<file path="src/rtl/bcd_down2.sv">
// -----------------------------------------------------------------------------
// bcd_down2 - two-digit BCD countdown timer.
//
// Loads a two-digit BCD value (each digit clamped to 9), then decrements once
// per sampled x pulse while running. A decrement that lands on 00 pulses done
// for one cycle. With WRAP = 0 the count parks at 00 in EXPIRED. With WRAP = 1
// the count keeps running and the next x takes 00 to 99.
//
// Parameters:
//   WRAP      0 = stop at 00 and expire, 1 = wrap 00 -> 99 and keep running
// Ports:
//   clk       rising-edge clock
//   reset     asynchronous active-low reset
//   x         decrement request, sampled each rising edge
//   load      parallel load strobe (wins over x)
//   load_val  [7:4] tens digit, [3:0] ones digit
//   bcd_ones  registered ones digit, 0-9
//   bcd_tens  registered tens digit, 0-9
//   busy      high while in RUN
//   zero      high when the count is 00
//   done      one-cycle pulse when a decrement produces 00
// -----------------------------------------------------------------------------
module bcd_down2 #(
    parameter bit WRAP = 1'b0
) (
    input  logic       clk,
    input  logic       reset,
    input  logic       x,
    input  logic       load,
    input  logic [7:0] load_val,
    output logic [3:0] bcd_ones,
    output logic [3:0] bcd_tens,
    output logic       busy,
    output logic       zero,
    output logic       done
);

    typedef enum logic [1:0] {
        IDLE    = 2'd0,
        RUN     = 2'd1,
        EXPIRED = 2'd2
    } state_t;

    state_t     state, state_next;
    logic [3:0] ones_next, tens_next;
    logic       done_next;

    logic [3:0] load_ones, load_tens;
    logic       count_zero;

    // Each digit is clamped on its own so a bad nibble never becomes a non-BCD count.
    assign load_ones  = (load_val[3:0] > 4'd9) ? 4'd9 : load_val[3:0];
    assign load_tens  = (load_val[7:4] > 4'd9) ? 4'd9 : load_val[7:4];
    assign count_zero = (bcd_ones == 4'd0) && (bcd_tens == 4'd0);

    // NOTE: every variable gets its hold value first so no path leaves one unassigned, which would infer a latch.
    always_comb begin
        state_next = state;
        ones_next  = bcd_ones;
        tens_next  = bcd_tens;
        done_next  = 1'b0;

        if (load) begin
            // Load beats x in every state; a simultaneous decrement is dropped.
            ones_next  = load_ones;
            tens_next  = load_tens;
            state_next = ((load_ones == 4'd0) && (load_tens == 4'd0)) ? IDLE : RUN;
        end else if ((state == RUN) && x) begin
            if (count_zero) begin
                // Only reachable with WRAP = 1: RUN at 00 rolls over to 99 silently.
                if (WRAP) begin
                    ones_next = 4'd9;
                    tens_next = 4'd9;
                end else begin
                    state_next = EXPIRED;
                end
            end else if (bcd_ones != 4'd0) begin
                ones_next = bcd_ones - 4'd1;
                if ((bcd_ones == 4'd1) && (bcd_tens == 4'd0)) begin
                    done_next  = 1'b1;
                    state_next = WRAP ? RUN : EXPIRED;
                end
            end else begin
                // Borrow: ones is 0 so tens must be nonzero here.
                ones_next = 4'd9;
                tens_next = bcd_tens - 4'd1;
            end
        end
    end

    // NOTE: state registers use non-blocking assignments so every flop samples pre-edge values.
    always_ff @(posedge clk or negedge reset) begin
        if (!reset) begin
            state    <= IDLE;
            bcd_ones <= 4'd0;
            bcd_tens <= 4'd0;
            done     <= 1'b0;
        end else begin
            state    <= state_next;
            bcd_ones <= ones_next;
            bcd_tens <= tens_next;
            done     <= done_next;
        end
    end

    // Decodes of registered state only; no input reaches an output combinationally.
    assign busy = (state == RUN);
    assign zero = count_zero;

endmodule

</file>
<file path="config.mk">
export PLATFORM = sky130hd
export DESIGN_NAME = bcd_down2
export DESIGN_NICKNAME = d
export VERILOG_FILES = /design/src/rtl/bcd_down2.sv
export SDC_FILE = /design/constraint.sdc
export NUM_CORES = 1
export LEC_CHECK = 0
export ABC_CLOCK_PERIOD_IN_PS = 2250
export CAP_MARGIN = 25
export CORE_MARGIN = 3
export CORE_UTILIZATION = 44
export CTS_CLUSTER_SIZE = 14
export DETAILED_ROUTE_END_ITERATION = 12
export GPL_ROUTABILITY_DRIVEN = 0
export GPL_TIMING_DRIVEN = 0
export PLACE_DENSITY = 0.77
export SLEW_MARGIN = 20
export SYNTH_ARGS = -nofsm -noshare
export SYNTH_HDL_FRONTEND = slang
export SYNTH_SLANG_ARGS = --single-unit
</file>
<file path="constraint.sdc">
create_clock -name clk -period 2.25 [get_ports clk]
set_input_delay 0.225 -clock clk [delete_from_list [all_inputs] [get_ports clk]]
set_output_delay 0.225 -clock clk [all_outputs]
set_load 0.05 [all_outputs]
</file>
==> flow_summary.json, run 1 <==
{
  "status": "finished clean",
  "seq_area_um2": 275,
  "crit_path_start": "bcd_tens[0]$_DFFE_PN0P_",
  "slew_headroom_pct": 64.9,
  "dp_hpwl_mm": 1.33,
  "r2r_slack_ns": 0.42,
  "finClkSkew_ns": 0.00639,
  "ant_nets": 0,
  "grt.overflow.total": 0,
  "nNetsFinal": 113,
  "multi_input_area_um2": 413,
  "synth.most_common_cell": "dfrtp_1",
  "yosysTopAreaCellShare_pct": 38.7,
  "numPortBuffers": 21,
  "placed_cell_area_um2": 952,
  "insertion_delay_ns": 0.27,
  "grt_pass1_wl_mm": 2.84,
  "die_h_um": 46.2,
  "hold_slack_ns": 0.281,
  "post_drt_wl_per_cell_um": 15.7,
  "die_area_um2": 2140,
  "fin_crit_sh_pct": 93.6,
  "maxCapViolCount": 0,
  "ys.flop_type": "dfrtp_1",
  "clockRootBuffer": "clkbuf_4",
  "critPathMaxFanout": 5,
  "clkSinkCount": 11,
  "cts_buffer_depth": 2,
  "syn_nets": 87,
  "postSynthCellCount": 73,
  "mappedNetlistArea_um2": 712,
  "hold_path.class": "in -> async",
  "grt_max_degree": 12,
  "die_w_um": 46.2,
  "rsz0062_at_grt": "false",
  "finalSetupViolCount": 0,
  "num_vias": 695,
  "yosys_warnings": 0,
  "postCtsHoldBufs": 0,
  "synth_edf_count": 0,
  "synth_top_area_cell": "dfrtp_1",
  "grt_pass1_vias": 648,
  "fillCellCount": 120,
  "fin_crit_ns": 2.11,
  "worstReg2RegStart": "bcd_tens[0]$_DFFE_PN0P_",
  "ir_drop_mv": 0.316,
  "clkSlewWorstSetupHoldPaths_ns": 0.07,
  "cts-buffers-inserted": 3,
  "critical_path_class": "reg -> out",
  "post-route-cell-area_um2": 976,
  "reg2regPathDepth": 5,
  "drt-total-wl_mm": 1.77,
  "std_cell_rows": 13,
  "hold_viol": 0,
  "layout-drive-gt1-share_pct": 12.2,
  "drc": 0,
  "yosys-top-cells-count": "dfrtp_1, inv_1",
  "ys_seq_elements": 11,
  "ys_seq_area_share_pct": 38.7,
  "synth-async-reset-ratio_pct": 100,
  "drt-initial-drc-count": 22,
  "p_leak_nw": 0.376,
  "track_usage_pct": 18.6,
  "diodes": 0,
  "tightest_slew_ns": 0.525,
  "fmax_mhz": 475,
  "tritoncts": "done",
  "start_kind": "flip-flop",
  "initial_core_util_pct": 50.9,
  "critPathRequiredTime_ns": 2.03,
  "synth.distinct_cells": 37,
  "cp-end-kind": "output port",
  "setup_tns_ns": 0,
  "core-area_um2": 1400,
  "p_total_w": 0.000582,
  "pin_count": 23,
  "htree_num_levels": 1,
  "power_density_nw_per_um2": 597,
  "syn2layout_area_growth_pct": 37.1,
  "first_pass_iters": 4,
  "synth_area_leaders": "dfrtp_1, o31ai_1, nand4bb_4",
  "arrival_ns": 1.88,
  "slew_violations": 0,
  "worstReg2RegEnd": "state[0]$_DFFE_PN0P_",
  "avgSynthCellArea_um2": 9.75,
  "vias_per_cell": 6.15,
  "antenna_found_initial": 0
}
==> report_power, final <==
| part | switching [W] | leakage [nW] | internal [W] | total [W] |
|---|---|---|---|---|
| sequential | 0.0000268 | 0.133 | 0.000214 | 0.000241 |
| clock | 0.0000675 | 0.0150 | 0.0000688 | 0.000136 |
| combinational | 0.000122 | 0.228 | 0.0000834 | 0.000205 |
| total | 0.000216 | 0.376 | 0.000366 | 0.000582 |
==> worst max path at each step <==
| stage | endpoint |
|---|---|
| final | zero |
| after detailed placement | zero |
| after global routing | zero |
| after floorplan | zero |
| after CTS | zero |
| after global placement | zero |
==> critical path, cell delays in order, from the launching register on <==
cell     delay [ns]
dfrtp_1        0.42
inv_1          0.12
ha_1           0.20
or3b_2         0.53
nor3_4         0.13
buf_4          0.21
==> per-stage QoR <==
stage / cells / worst slack [ns] / utilization (%)
after CTS: 113 / 0.0783 / 69.6
final: 113 / 0.145 / 69.8
after detailed placement: 109 / -0.160 / 68.1
after floorplan: 73 / 0.166 / -
after global routing: 113 / 0.0162 / 69.8
after global placement: 109 / -0.142 / 68.1
==> layout by cell type (no fill, tap or decap), types with 2 or more instances in the layout <==
| cell type | count |
|---|---|
| nor3b_1 | 2 |
| a31oi_1 | 4 |
| o21ai_0 | 2 |
| nor4_1 | 3 |
| inv_1 | 6 |
| a21oi_1 | 4 |
| clkbuf_1 | 3 |
| clkbuf_4 | 3 |
| dfrtp_1 | 11 |
| ha_1 | 2 |
| clkdlybuf4s50_1 | 20 |
| nor3_1 | 2 |
| o31ai_1 | 4 |
| nand4_1 | 4 |
| nor2_1 | 2 |
==> layer usage <==
| layer | vias up | share of wire [%] | track usage (%) |
|---|---|---|---|
| li1 | 341 | - | - |
| met1 | 316 | 45 | 22.2 |
| met4 | 0 | 2.7 | 7.95 |
| met2 | 31 | 43 | 29.4 |
| met3 | 7 | 8.4 | 7.42 |
| met5 | - | 0 | 0 |
==> area by class of cell <==
cell class,count,share of cell area [%]
sequential,11,28.2
multi-input combinational,53,42.3
buffer,3,1.28
inverter,6,2.31
timing repair buffer,21,21.3
tap,15,1.92
clock buffer,4,2.69
==> kinds of logic (layout without fill, tap and decap cells) <==
family | count (synthesis) | in the layout | synth area share (%)
AND/OR/NAND/NOR | 27 | 27 | 28.6
AO/OA/AOI/OAI | 23 | 23 | 22.8
flip-flops | 11 | 11 | 38.7
buffers and inverters | 9 | 34 | 4.92
adder cells (fa/ha/maj) | 2 | 2 | 3.51
multiplexers | 1 | 1 | 1.41
==> flip-flops by register name, indices dropped and copies added (netlist names) <==
name	cells
bcd_ones	4
bcd_tens	4
state	2
done	1
==> timing repair <==
action,in CTS,in global routing
resized for setup,5,2
setup buffers,0,0
setup endpoints to repair,1,1
(Power assumes the default switching activity.)
==> run 2, diff against run 1 <==
- ABC_CLOCK_PERIOD_IN_PS: 2250 -> 2600
- CORE_MARGIN: 3 -> not set
- CORE_UTILIZATION: 44 -> 46
- PLACE_DENSITY: 0.77 -> 0.8
- clock period: 2.25 -> 2.6 ns (I/O delays scaled with it)
==> flow_summary.json, run 2 (synthesis gave the netlist of run 1 again) <==
{
  "power_switching_w": 0.000182,
  "die_h_um": 41.3,
  "setup.worst_path.end": "zero",
  "cts_buffer_depth": 2,
  "htree_num_levels": 1,
  "drt-total-wl_mm": 1.66,
  "cp-end-kind": "output port",
  "post-route-cell-area_um2": 971,
  "arrival_ns": 2.17,
  "nNetsFinal": 113,
  "hold_path.class": "in -> async",
  "finalSetupViolCount": 0,
  "critPathMaxFanout": 5,
  "slew_violations": 0,
  "post_cts_buffers": 0,
  "clockRootBuffer": "clkbuf_4",
  "syn2layout_area_growth_pct": 36.4,
  "ir_drop_mv": 0.306,
  "fillCellCount": 120,
  "vias_per_cell": 6.10,
  "setup_tns_ns": 0,
  "worstReg2RegStart": "bcd_tens[0]$_DFFE_PN0P_",
  "layout_common_cells": "clkdlybuf4s50_1, dfrtp_1, inv_1",
  "crit_path_start": "bcd_tens[0]$_DFFE_PN0P_",
  "largestRegisters": "bcd_ones: 4 flops, bcd_tens: 4 flops, state: 2 flops",
  "p_int_w": 0.000316,
  "grt_max_degree": 12,
  "cts-buffers-inserted": 3,
  "layout_commonest_cell": "clkdlybuf4s50_1",
  "antenna_found_initial": 0,
  "fmax_mhz": 412,
  "power_density_nw_per_um2": 514,
  "drc": 0,
  "finClkSkew_ns": 0.00854,
  "pin_count": 23,
  "cp_top_family": "buffers and inverters",
  "hold_viol": 0,
  "die_area_um2": 1710,
  "track_usage_pct": 22.5,
  "hold_slack_ns": 0.320,
  "tritoncts": "done",
  "swShare_pct": 36.6,
  "pre_cts_ws_ns": 0.182,
  "slowest_delay_ns": 0.55,
  "r2r_slack_ns": 0.75,
  "slew_headroom_pct": 63.5,
  "power.clock.fraction_pct": 23.6,
  "power_frac_seq_pct": 41.5,
  "reg2regPathDepth": 5,
  "core-area_um2": 1370,
  "p_leak_nw": 0.371,
  "path_cells": "inv_1 -> ha_1 -> or3b_2 -> nor3_2 -> dlygate4sd2_1",
  "placed_cell_area_um2": 946,
  "grt_pass1_vias": 551,
  "combPwrFrac_pct": 35.0,
  "maxCapViolCount": 0,
  "insertion_delay_ns": 0.27,
  "critical_path_class": "reg -> out",
  "die_w_um": 41.3,
  "diodes": 0,
  "std_cell_rows": 13,
  "start_kind": "flip-flop",
  "layout_setup_ws_ns": 0.172,
  "post_drt_wl_per_cell_um": 14.7,
  "crit_cells": 5,
  "slowest_stage": "dlygate4sd2_1",
  "numPortBuffers": 21,
  "fin_crit_ns": 2.43,
  "path_buf_inv": 2,
  "dp_hpwl_mm": 1.27,
  "num_vias": 689,
  "initial_core_util_pct": 52.1,
  "tightest_slew_ns": 0.546,
  "drt-initial-drc-count": 15,
  "final_util_pct": 71.1,
  "fin_crit_sh_pct": 93.4,
  "critPathRequiredTime_ns": 2.34,
  "clkSlewWorstSetupHoldPaths_ns": 0.08,
  "status": "finished clean",
  "first_pass_iters": 4,
  "grt_pass1_wl_mm": 2.42,
  "ant_nets": 0,
  "rsz0062_at_grt": "false",
  "clkSinkCount": 11,
  "grt.overflow.total": 0,
  "layout-drive-gt1-share_pct": 11.2,
  "worstReg2RegEnd": "state[0]$_DFFE_PN0P_"
}
-- run 2: changes by cell type in the layout (fill, tap and decap cells not counted), sizes merged --
| cell | change |
|---|---|
| dlygate4sd2 | +1 |
| buf | -1 |
-- run 2: layout make-up --
| cell class | count | area, um2 | area share, % |
|---|---|---|---|
| clock buffer | 4 | 26.3 | 2.71 |
| inverter | 6 | 22.5 | 2.32 |
| sequential | 11 | 275 | 28.4 |
| tap | 15 | 18.8 | 1.93 |
| buffer | 3 | 12.5 | 1.29 |
| timing repair buffer | 21 | 209 | 21.5 |
| multi-input combinational | 53 | 407 | 41.9 |
-- run 2: worst min-delay path by stage --
stage | from | cells after the start | endpoint | slack, ns
2_1_floorplan | reset | 0 | bcd_ones[0]$_DFFE_PN0P_ | -0.04
3_3_place_gp | state[1]$_DFFE_PN0P_ | 2 | state[1]$_DFFE_PN0P_ | 0.54
3_5_place_dp | state[1]$_DFFE_PN0P_ | 2 | state[1]$_DFFE_PN0P_ | 0.56
4_1_cts | reset | 1 | done$_DFF_PN0_ | 0.35
5_1_grt | reset | 1 | done$_DFF_PN0_ | 0.38
6_report | reset | 1 | done$_DFF_PN0_ | 0.32
-- run 2: per-layer routing --
layer,wire (um),vias to the layer above,global-route usage [%]
li1,-,339,-
met1,793,316,28.1
met2,754,30,37.1
met3,92,4,4.79
met4,19,0,9.68
met5,0,-,0
-- run 2: what timing repair did --
item                       CTS  global route
hold endpoints to repair     0             0
hold buffers                 0             0
gates resized for setup      1             0
setup endpoints to repair    1             0
-- run 2: stage by stage --
step	std cells	total power (W)
after floorplan	73	0.000318
after detailed placement	109	0.000384
after global placement	109	0.000382
after CTS	113	0.000500
final	113	0.000499
after global routing	113	0.000525
-- run 2: power groups by stage --
stage                     Combinational, W  Sequential, W  Clock, W
after floorplan                  0.0000665       0.000251         0
after global placement            0.000173       0.000209         0
after detailed placement          0.000174       0.000210         0
after CTS                         0.000175       0.000207  0.000118
after global routing              0.000186       0.000210  0.000129
final                             0.000174       0.000207  0.000118
==> run 3, diff against run 2 <==
--- a/config.mk
+++ b/config.mk
@@ -14,4 +14,5 @@
 export GPL_TIMING_DRIVEN = 0
 export PLACE_DENSITY = 0.8
+export SETUP_SLACK_MARGIN = 0.05
 export SLEW_MARGIN = 20
 export SYNTH_ARGS = -nofsm -noshare
==> constraint.sdc (replaced) <==
create_clock -name clk -period 2.6 [get_ports clk]
set_input_delay 0.26 -clock clk [delete_from_list [all_inputs] [get_ports clk]]
set_output_delay 0.26 -clock clk [all_outputs]
set_load 0.005 [all_outputs]
==> flow_summary.json, run 3 (synthesis gave the netlist of run 1 again) <==
{
  "status": "finished clean",
  "std_cell_rows": 13,
  "critPathRequiredTime_ns": 2.34,
  "worstReg2RegStart": "bcd_tens[0]$_DFFE_PN0P_",
  "arrival_ns": 2.21,
  "die_w_um": 41.3,
  "layout_common_cells": "clkdlybuf4s50_1, dfrtp_1, inv_1",
  "cts_buffer_depth": 2,
  "numPortBuffers": 21,
  "syn2layout_area_growth_pct": 38.3,
  "die_area_um2": 1710,
  "crit_cells": 5,
  "hold_path.class": "in -> async",
  "grt_max_degree": 12,
  "htree_num_levels": 1,
  "slowest_stage": "clkdlybuf4s50_1",
  "fin_crit_sh_pct": 94.8,
  "fmax_mhz": 406,
  "setup.worst_path.end": "zero",
  "post_drt_wl_per_cell_um": 15.6,
  "start_kind": "flip-flop",
  "critPathMaxFanout": 4,
  "ir_drop_mv": 0.272,
  "path_buf_inv": 2,
  "layout_setup_ws_ns": 0.135,
  "drc": 0,
  "track_usage_pct": 23.7,
  "path_cells": "inv_1 -> ha_2 -> or3b_2 -> nor3_1 -> clkdlybuf4s50_1",
  "vias_per_cell": 5.99,
  "grt_pass1_vias": 587,
  "drt-initial-drc-count": 24,
  "cts-buffers-inserted": 3,
  "worstReg2RegEnd": "state[0]$_DFFE_PN0P_",
  "die_h_um": 41.3,
  "reg2regPathDepth": 5,
  "antenna_found_initial": 0,
  "slowest_delay_ns": 0.53,
  "grt.overflow.total": 0,
  "power_density_nw_per_um2": 464,
  "crit_path_start": "bcd_tens[0]$_DFFE_PN0P_",
  "fin_crit_ns": 2.47,
  "ant_nets": 0,
  "initial_core_util_pct": 52.1,
  "largestRegisters": "bcd_ones: 4 flops, bcd_tens: 4 flops, state: 2 flops",
  "nNetsFinal": 115,
  "cp-end-kind": "output port",
  "pre_cts_ws_ns": 0.437,
  "insertion_delay_ns": 0.27,
  "pin_count": 23,
  "finClkSkew_ns": 0.00349,
  "clkSlewWorstSetupHoldPaths_ns": 0.07,
  "diodes": 0,
  "r2r_slack_ns": 0.79,
  "grt_pass1_wl_mm": 2.61,
  "rsz0062_at_grt": "false",
  "tightest_slew_ns": 0.525,
  "setup_tns_ns": 0,
  "dp_hpwl_mm": 1.29,
  "core-area_um2": 1370,
  "first_pass_iters": 4,
  "slew_violations": 0,
  "num_vias": 689,
  "hold_viol": 0,
  "cp_top_family": "simple AND/OR/NAND/NOR gates",
  "clkSinkCount": 11,
  "slew_headroom_pct": 64.9,
  "tritoncts": "done",
  "layout-drive-gt1-share_pct": 13.0,
  "layout_commonest_cell": "clkdlybuf4s50_1",
  "drt-total-wl_mm": 1.80,
  "finalSetupViolCount": 0,
  "p_leak_nw": 0.373,
  "postCtsHoldBufs": 0,
  "maxCapViolCount": 0,
  "critical_path_class": "reg -> out",
  "clockRootBuffer": "clkbuf_4"
}
==> run 3: changes by cell type in the layout (fill, tap and decap cells not counted) <==
| cell | change |
|---|---|
| nor3_2 | -1 |
| nor3_1 | +1 |
| buf_4 | +2 |
| ha_1 | -1 |
| clkdlybuf4s50_1 | +1 |
| dlygate4sd2_1 | -1 |
| ha_2 | +1 |
==> run 3: what timing repair did <==
| item | in CTS | in global routing |
|---|---|---|
| endpoints found under the hold margin | 0 | 0 |
| buffers inserted | 0 | 2 |
| endpoints found under the setup margin | 0 | 1 |
| resized for setup | 0 | 1 |
==> run 3: worst min path at each step <==
stage,start,end,cells after the start
global placement,state[1]$_DFFE_PN0P_,state[1]$_DFFE_PN0P_,2
detailed placement,state[1]$_DFFE_PN0P_,state[1]$_DFFE_PN0P_,2
CTS,reset,bcd_tens[3]$_DFFE_PN0P_,1
floorplan,reset,bcd_ones[0]$_DFFE_PN0P_,0
finish,reset,bcd_tens[3]$_DFFE_PN0P_,1
global route,reset,bcd_tens[1]$_DFFE_PN0P_,1
==> run 3: routing by layer <==
metal,vias to the layer above,track usage (%),routed length [um],part of all wire [%]
met5,-,0,0,0
met4,0,9.68,14,0.78
met3,4,5.85,160,8.9
met2,36,35.2,763,42
met1,310,32.8,860,48
li1,339,-,-,-
==> run 3: area by class of cell <==
cell class,count,area (um2)
buffer,3,12.5
timing repair buffer,23,225
inverter,6,22.5
multi-input combinational,53,404
clock buffer,4,26.3
tap,15,18.8
sequential,11,275
fill,112,382
==> run 3: metrics by stage <==
step / instance area [um2] / hold WS [ns] / total power, W / std cells / utilization [%]
after CTS: 967 / 0.346 / 0.000452 / 113 / 70.8
after global routing: 985 / 0.393 / 0.000482 / 115 / 72.1
after global placement: 941 / 0.534 / 0.000332 / 109 / 68.9
after detailed placement: 941 / 0.542 / 0.000335 / 109 / 68.9
final: 985 / 0.334 / 0.000457 / 115 / 72.1
after floorplan: 712 / -0.0356 / 0.000268 / 73 / -
==> run 3: power breakdown <==
group,switching (W),total (W),leakage (nW),internal (W)
Combinational,0.0000555,0.000132,0.225,0.0000763
Clock,0.0000590,0.000118,0.0150,0.0000593
Sequential,0.0000217,0.000207,0.133,0.000185
==> run 3: worst reg2reg max path: stages (launching register included) <==
cell and delay (ns):
dfrtp_1 0.41, inv_1 0.13, ha_2 0.21, nor3b_1 0.43
nand4_1 0.23, a31o_2 0.30
